File: src/rtl/multicycle_control_fsm_if.sv
// Control bundle between the multicycle control FSM and the shared datapath.
//   master: FSM side. Takes op/zero/mem_ready and drives every control strobe and select.
//   slave : datapath side, with the directions reversed.
interface multicycle_control_fsm_if;
  logic [6:0] op;
  logic       zero;
  logic       mem_ready;
  logic       pc_write;
  logic       adr_src;
  logic       ir_write;
  logic       mem_write;
  logic       reg_write;
  logic [1:0] alu_src_a;
  logic [1:0] alu_src_b;
  logic [1:0] result_src;
  logic [1:0] imm_src;
  logic [1:0] alu_op;
  logic       instr_done;
  logic       illegal_instr;

  modport master (
    input  op, zero, mem_ready,
    output pc_write, adr_src, ir_write, mem_write, reg_write,
           alu_src_a, alu_src_b, result_src, imm_src, alu_op,
           instr_done, illegal_instr
  );

  modport slave (
    output op, zero, mem_ready,
    input  pc_write, adr_src, ir_write, mem_write, reg_write,
           alu_src_a, alu_src_b, result_src, imm_src, alu_op,
           instr_done, illegal_instr
  );
endinterface

File: src/rtl/multicycle_control_fsm.sv
// Control FSM for the multicycle RISC-V core. It steps one shared datapath
// through fetch, decode and execute for lw, sw, R-type, I-type ALU, beq and jal.
// Ports:
//   clk   - core clock, rising edge.
//   reset - synchronous, active-high. Returns the FSM to FETCH.
//   bus   - master modport. Carries op/zero/mem_ready in and all control outputs out.
module multicycle_control_fsm (
  input  logic                      clk,
  input  logic                      reset,
  multicycle_control_fsm_if.master  bus
);

  typedef enum logic [3:0] {
    S_FETCH, S_DECODE, S_MEMADR, S_MEMREAD, S_MEMWB, S_MEMWRITE,
    S_EXECUTER, S_EXECUTEI, S_ALUWB, S_BEQ, S_JAL, S_TRAP
  } state_t;

  localparam logic [6:0] OP_LW  = 7'b0000011;
  localparam logic [6:0] OP_SW  = 7'b0100011;
  localparam logic [6:0] OP_R   = 7'b0110011;
  localparam logic [6:0] OP_I   = 7'b0010011;
  localparam logic [6:0] OP_BEQ = 7'b1100011;
  localparam logic [6:0] OP_JAL = 7'b1101111;

  // Per-state Moore outputs. ready_gate marks states whose strobes wait on mem_ready.
  typedef struct packed {
    logic       adr_src;
    logic       ir_write;
    logic       mem_write;
    logic       reg_write;
    logic       pc_update;
    logic       branch;
    logic       instr_done;
    logic       ready_gate;
    logic       illegal;
    logic [1:0] alu_src_a;
    logic [1:0] alu_src_b;
    logic [1:0] result_src;
    logic [1:0] alu_op;
  } ctl_t;

  function automatic ctl_t decode_ctl(state_t s);
    ctl_t c;
    c = '0;
    case (s)
      S_FETCH: begin
        c.alu_src_b  = 2'b10;
        c.result_src = 2'b10;
        c.ir_write   = 1'b1;
        c.pc_update  = 1'b1;
        c.ready_gate = 1'b1;
      end
      S_DECODE: begin
        c.alu_src_a = 2'b01;
        c.alu_src_b = 2'b01;
      end
      S_MEMADR: begin
        c.alu_src_a = 2'b10;
        c.alu_src_b = 2'b01;
      end
      S_MEMREAD:  c.adr_src = 1'b1;
      S_MEMWB: begin
        c.result_src = 2'b01;
        c.reg_write  = 1'b1;
        c.instr_done = 1'b1;
      end
      S_MEMWRITE: begin
        c.adr_src    = 1'b1;
        c.mem_write  = 1'b1;
        c.instr_done = 1'b1;
        c.ready_gate = 1'b1;
      end
      S_EXECUTER: begin
        c.alu_src_a = 2'b10;
        c.alu_op    = 2'b10;
      end
      S_EXECUTEI: begin
        c.alu_src_a = 2'b10;
        c.alu_src_b = 2'b01;
        c.alu_op    = 2'b10;
      end
      S_ALUWB: begin
        c.reg_write  = 1'b1;
        c.instr_done = 1'b1;
      end
      S_BEQ: begin
        c.alu_src_a  = 2'b10;
        c.alu_op     = 2'b01;
        c.branch     = 1'b1;
        c.instr_done = 1'b1;
      end
      S_JAL: begin
        c.alu_src_a = 2'b01;
        c.alu_src_b = 2'b10;
        c.pc_update = 1'b1;
      end
      S_TRAP:  c.illegal = 1'b1;
      default: ;
    endcase
    return c;
  endfunction

  state_t state_q, state_d;
  ctl_t   ctl_q, ctl_d;

  always_comb begin
    state_d = state_q;
    case (state_q)
      S_FETCH:    if (bus.mem_ready) state_d = S_DECODE;
      S_DECODE: begin
        case (bus.op)
          OP_LW, OP_SW: state_d = S_MEMADR;
          OP_R:         state_d = S_EXECUTER;
          OP_I:         state_d = S_EXECUTEI;
          OP_BEQ:       state_d = S_BEQ;
          OP_JAL:       state_d = S_JAL;
          default:      state_d = S_TRAP;
        endcase
      end
      S_MEMADR:   state_d = (bus.op == OP_LW) ? S_MEMREAD : S_MEMWRITE;
      S_MEMREAD:  if (bus.mem_ready) state_d = S_MEMWB;
      S_MEMWB:    state_d = S_FETCH;
      S_MEMWRITE: if (bus.mem_ready) state_d = S_FETCH;
      S_EXECUTER: state_d = S_ALUWB;
      S_EXECUTEI: state_d = S_ALUWB;
      S_ALUWB:    state_d = S_FETCH;
      S_BEQ:      state_d = S_FETCH;
      S_JAL:      state_d = S_ALUWB;
      S_TRAP:     state_d = S_TRAP;
      default:    state_d = S_FETCH;
    endcase
    // Decode from the next state so the Moore outputs come straight from flops.
    ctl_d = decode_ctl(state_d);
  end

  always_ff @(posedge clk) begin
    if (reset) begin
      state_q <= S_FETCH;
      ctl_q   <= decode_ctl(S_FETCH);
    end else begin
      state_q <= state_d;
      ctl_q   <= ctl_d;
    end
  end

  // Only mem_ready, zero and reset act combinationally on the registered state outputs.
  logic ready_ok;
  logic pc_update;
  assign ready_ok  = bus.mem_ready | ~ctl_q.ready_gate;
  assign pc_update = ctl_q.pc_update & ready_ok;

  assign bus.pc_write      = ~reset & (pc_update | (ctl_q.branch & bus.zero));
  assign bus.ir_write      = ~reset & ctl_q.ir_write & ready_ok;
  assign bus.mem_write     = ~reset & ctl_q.mem_write;
  assign bus.reg_write     = ~reset & ctl_q.reg_write;
  assign bus.instr_done    = ctl_q.instr_done & ready_ok;
  assign bus.adr_src       = ctl_q.adr_src;
  assign bus.alu_src_a     = ctl_q.alu_src_a;
  assign bus.alu_src_b     = ctl_q.alu_src_b;
  assign bus.result_src    = ctl_q.result_src;
  assign bus.alu_op        = ctl_q.alu_op;
  assign bus.illegal_instr = ctl_q.illegal;

  always_comb begin
    case (bus.op)
      OP_SW:   bus.imm_src = 2'b01;
      OP_BEQ:  bus.imm_src = 2'b10;
      OP_JAL:  bus.imm_src = 2'b11;
      default: bus.imm_src = 2'b00;
    endcase
  end

endmodule

File: src/flat_wrapper.sv
// flat-port wrapper written by rule: the top's interface ports become plain ports
module multicycle_control_fsm_flat 
  (clk, reset, bus_op, bus_zero, bus_mem_ready, bus_pc_write, bus_adr_src, bus_ir_write, bus_mem_write, bus_reg_write, bus_alu_src_a, bus_alu_src_b, bus_result_src, bus_imm_src, bus_alu_op, bus_instr_done, bus_illegal_instr);
  multicycle_control_fsm_if bus_i ();
  input  logic clk;
  input  logic reset;
  input wire logic [$bits(bus_i.op)-1:0] bus_op;
  input wire logic [$bits(bus_i.zero)-1:0] bus_zero;
  input wire logic [$bits(bus_i.mem_ready)-1:0] bus_mem_ready;
  output wire logic [$bits(bus_i.pc_write)-1:0] bus_pc_write;
  output wire logic [$bits(bus_i.adr_src)-1:0] bus_adr_src;
  output wire logic [$bits(bus_i.ir_write)-1:0] bus_ir_write;
  output wire logic [$bits(bus_i.mem_write)-1:0] bus_mem_write;
  output wire logic [$bits(bus_i.reg_write)-1:0] bus_reg_write;
  output wire logic [$bits(bus_i.alu_src_a)-1:0] bus_alu_src_a;
  output wire logic [$bits(bus_i.alu_src_b)-1:0] bus_alu_src_b;
  output wire logic [$bits(bus_i.result_src)-1:0] bus_result_src;
  output wire logic [$bits(bus_i.imm_src)-1:0] bus_imm_src;
  output wire logic [$bits(bus_i.alu_op)-1:0] bus_alu_op;
  output wire logic [$bits(bus_i.instr_done)-1:0] bus_instr_done;
  output wire logic [$bits(bus_i.illegal_instr)-1:0] bus_illegal_instr;
  assign bus_i.op = bus_op;
  assign bus_i.zero = bus_zero;
  assign bus_i.mem_ready = bus_mem_ready;
  assign bus_pc_write = bus_i.pc_write;
  assign bus_adr_src = bus_i.adr_src;
  assign bus_ir_write = bus_i.ir_write;
  assign bus_mem_write = bus_i.mem_write;
  assign bus_reg_write = bus_i.reg_write;
  assign bus_alu_src_a = bus_i.alu_src_a;
  assign bus_alu_src_b = bus_i.alu_src_b;
  assign bus_result_src = bus_i.result_src;
  assign bus_imm_src = bus_i.imm_src;
  assign bus_alu_op = bus_i.alu_op;
  assign bus_instr_done = bus_i.instr_done;
  assign bus_illegal_instr = bus_i.illegal_instr;
  multicycle_control_fsm u_core (.clk(clk), .reset(reset), .bus(bus_i));
endmodule
File: config.mk
export PLATFORM = sky130hd
export DESIGN_NAME = multicycle_control_fsm_flat
export DESIGN_NICKNAME = d
export VERILOG_FILES = /design/src/rtl/multicycle_control_fsm_if.sv /design/src/rtl/multicycle_control_fsm.sv /design/src/flat_wrapper.sv
export SDC_FILE = /design/constraint.sdc
export NUM_CORES = 1
export LEC_CHECK = 0
export CAP_MARGIN = 40
export CORE_MARGIN = 4
export CORE_UTILIZATION = 25
export CTS_CLUSTER_DIAMETER = 60
export DETAILED_ROUTE_END_ITERATION = 16
export PLACE_DENSITY_LB_ADDON = 0.25
export SLEW_MARGIN = 40
export SYNTH_ARGS = -nofsm -noshare
export SYNTH_HDL_FRONTEND = slang
export SYNTH_SLANG_ARGS = --single-unit
File: constraint.sdc
create_clock -name clk -period 2.8 [get_ports clk]
set_input_delay 0.56 -clock clk [delete_from_list [all_inputs] [get_ports clk]]
set_output_delay 0.56 -clock clk [all_outputs]
set_load 0.01 [all_outputs]
==> summary.md <==
| Metric | Value |
|---|---|
| Worst-Margin Slew | `0.452 ns` |
| First-pass GRT wire length | `between 4000 and 5000 µm` |
| EDFF count, synth | `0` |
| Placed cell count | `188` |
| Antenna violations before repair | `0` |
| H-tree depth | `1` |
| Initial drt markers | `28` |
| Main synth FF type | `dfxtp_1` |
| Nets | `154` |
| Critical path class | `input port to output port` |
| Routed vias/inst | `4.71` |
| Synth Net Count | `131` |
| Comb power frac | `39.2%` |
| Lkg Pwr | `0.527 nW` |
| Crit end category | `output port` |
| Setup bufs post-CTS | `0` |
| Power per cell area | `around 630 nW/µm²` |
| Clk slew on worst S/H paths | `~0.070 ns` |
| DR vias | `approximately 910` |
| Final GP Congestion | `0.727` |
| Tmin final | `around 2.7 ns` |
| Clock power share | `21.2%` |
| Filler cell count | `430` |
| CP required | `~2.2 ns` |
| HPWL Detailed | `1920 µm` |
| Peak VDD IR | `0.334 mV` |
| Netlist cell types | `between 40 and 50` |
| Port Buf Inserts | `27` |
| Full die area | `5460 µm²` |
| TritonCTS clock tree | `yes` |
| Reg power frac | `39.6%` |
| Final setup violation count | `0` |
| 1st-pass router iterations | `4` |
| Total chip power | `881 µW` |
| Total congestion overflow | `0` |
| Synth Warn # | `0` |
| ANT cells | `0` |
| Leading area contributor after synthesis | `dfxtp_1` |
| Fmax achieved | `about 370 MHz` |
| Site row count | `23` |
| Final core utilization | `between 30% and 40%` |
| Area grow syn2layout | `29.6%` |
| CP max FO | `3` |
| Clock skew | `0.00778 ns` |
| Later-pin clock latency in the skew report | `around 0.25 ns` |
| CTS max path bufs | `2` |
| Largest net degree at the start of global routing | `13` |
| Net Sw Frac | `around a third` |
| Final period utilization | `95.5%` |
| Initial core utilization | `26.6%` |
| Die Height | `73.9 µm` |
| Hold-fix buffers, CTS | `0` |
| Final std cells w/o fill | `192` |
| # IOs | `28` |
| Die Wd | `73.9 µm` |
| DR WL/cell | `12.8 µm` |
| Pins Over Slew Limit | `0` |
| Post-Syn Instances | `120` |
| CTS buffer count | `3` |
| Slew HR | `69.8%` |
| P_sw | `290 µW` |
| ANT nets after route | `0` |
| Area occupied by multi-input gates | `~590 µm²` |
| Critical Path Source Type | `input port` |
| Seq cells post-synth | `19` |
| Critical Path AT | `2.11 ns` |
| Hold crit path type | `register to register` |
| Setup TNS | `0 ns` |
| Final wirelength | `2470 µm` |
| Outcome | `finished, final reports clean` |
| Ys async rst share | `0%` |
| Post-cts resize count | `0` |
| Final Hold Violating Endpoints | `0` |
| Vias in the first global route | `904` |
| Register area | `380 µm²` |
| Synth top area share | `35.0%` |
| DRC | `0` |
| RSZ-0062 raised after global routing | `no` |
| Sequential fraction of the synthesis area | `35.0%` |
| Root buf cell | `clkbuf_8` |
| Post-synthesis area per instance | `a little over 9 µm²` |
| Total core area | `a little over 4000 µm²` |
| Synth area leaders | `dfxtp_1 35%, buf_4 6.9%, nor2_1 2.8%` |
| Max Cap Viol | `0` |
| Mapped cell area | `1090 µm²` |
| Layout cell share with drive strength beyond 1 | `a little over an eighth` |
| Pint | `592 µW` |
| CTS Sinks | `19` |
| GRT Total Usage | `9.71%` |
==> worst paths after layout <==
check / depth (start not counted) / slack (ns) / endpoint / startpoint
worst max-delay path: 5 / 0.13 / bus_imm_src[1] / bus_op[4]
worst min-delay path: 2 / 0.81 / u_core.bus.alu_src_a[0]$_SDFF_PP0_ / u_core.state_q[0]$_SDFF_PP0_
worst max register to register: 5 / 0.75 / u_core.bus.alu_src_a[0]$_SDFF_PP0_ / u_core.state_q[0]$_SDFF_PP0_
worst min register to register: 2 / 0.81 / u_core.bus.alu_src_a[0]$_SDFF_PP0_ / u_core.state_q[0]$_SDFF_PP0_
==> registers in the layout, indices dropped and copies added, names as in the netlist <==
name                      cells
u_core.bus.adr_src            1
u_core.bus.alu_op             1
u_core.bus.alu_src_a          2
u_core.bus.alu_src_b          2
u_core.bus.illegal_instr      1
u_core.bus.result_src         1
u_core.ctl_q                  7
u_core.state_q                4
==> metal layers <==
metal,GRT usage [%],vias up,wire [µm]
met3,2.46,2,60
met2,17.4,10,1300
met4,1.81,0,15
met1,11.7,421,1090
met5,0,-,0
li1,-,472,-
==> power groups by stage <==
stage / sequential [mW] / combinational, mW / clock, mW
floorplan: 0.338 / 0.262 / 0
global placement: 0.355 / 0.344 / 0
detailed placement: 0.356 / 0.346 / 0
CTS: 0.350 / 0.349 / 0.190
global route: 0.357 / 0.381 / 0.199
finish: 0.349 / 0.346 / 0.187
==> critical path: stages <==
cell and delay, ns:
clkdlybuf4s50_1 0.44, and3b_1 0.24, nand2_1 0.09, nor3b_1 0.21, clkdlybuf4s50_1 0.57
==> final cells by class <==
type | instances | share of cell area (%)
Timing Repair Buffer | 34 | 22.9
Tap cell | 50 | 4.44
Sequential cell | 19 | 27.0
Clock buffer | 4 | 3.20
Inverter | 2 | 0.533
Multi-Input combinational cell | 83 | 41.9
==> Yosys cell counts, types with 2 or more instances <==
cell type	n
nand3_1	4
nor3b_1	2
xor2_1	2
nand2_1	5
or3_1	2
a21boi_1	2
a21o_1	3
buf_2	3
and3_1	2
buf_4	10
a31oi_1	2
o21ai_1	3
clkbuf_1	2
a2bb2oi_1	2
nor2b_1	3
nor4_1	2
nand4_1	4
nor3_2	2
a22oi_1	2
a21oi_1	2
and3b_1	3
nor2_1	8
o21a_1	2
nor3_1	4
dfxtp_1	19
nand2b_1	3
or4_1	2
and2_1	3
==> logic make-up (layout without fill, tap and decap cells) <==
logic type             after synthesis  after routing  synth area share, %
AO/OA/AOI/OAI                       25             25                 18.0
AND/OR/NAND/NOR                     56             56                 34.7
buffers and inverters               18             40                 10.7
flip-flops                          19             19                 35.0
XOR/XNOR                             2              2                 1.61
==> placed cells by master (no fill, tap or decap), types with 3 or more instances in the layout <==
| cell | count |
|---|---|
| o21ai_1 | 3 |
| buf_4 | 7 |
| nor2b_1 | 3 |
| dfxtp_1 | 19 |
| nor3_1 | 4 |
| and3b_1 | 3 |
| a21o_1 | 3 |
| clkbuf_8 | 3 |
| nor2_1 | 8 |
| nand2b_1 | 3 |
| and2_1 | 3 |
| clkdlybuf4s50_1 | 27 |
| nand3_1 | 4 |
| nand2_1 | 5 |
| nand4_1 | 4 |
==> through the flow <==
step	hold WS [ns]	area (µm²)	setup slack, ns
floorplan	0.643	1090	0.806
detailed placement	0.786	1360	0.137
global placement	0.795	1360	0.175
finish	0.812	1410	0.127
global route	0.861	1410	0.0398
CTS	0.811	1410	0.124
(Power assumes the default switching activity.)
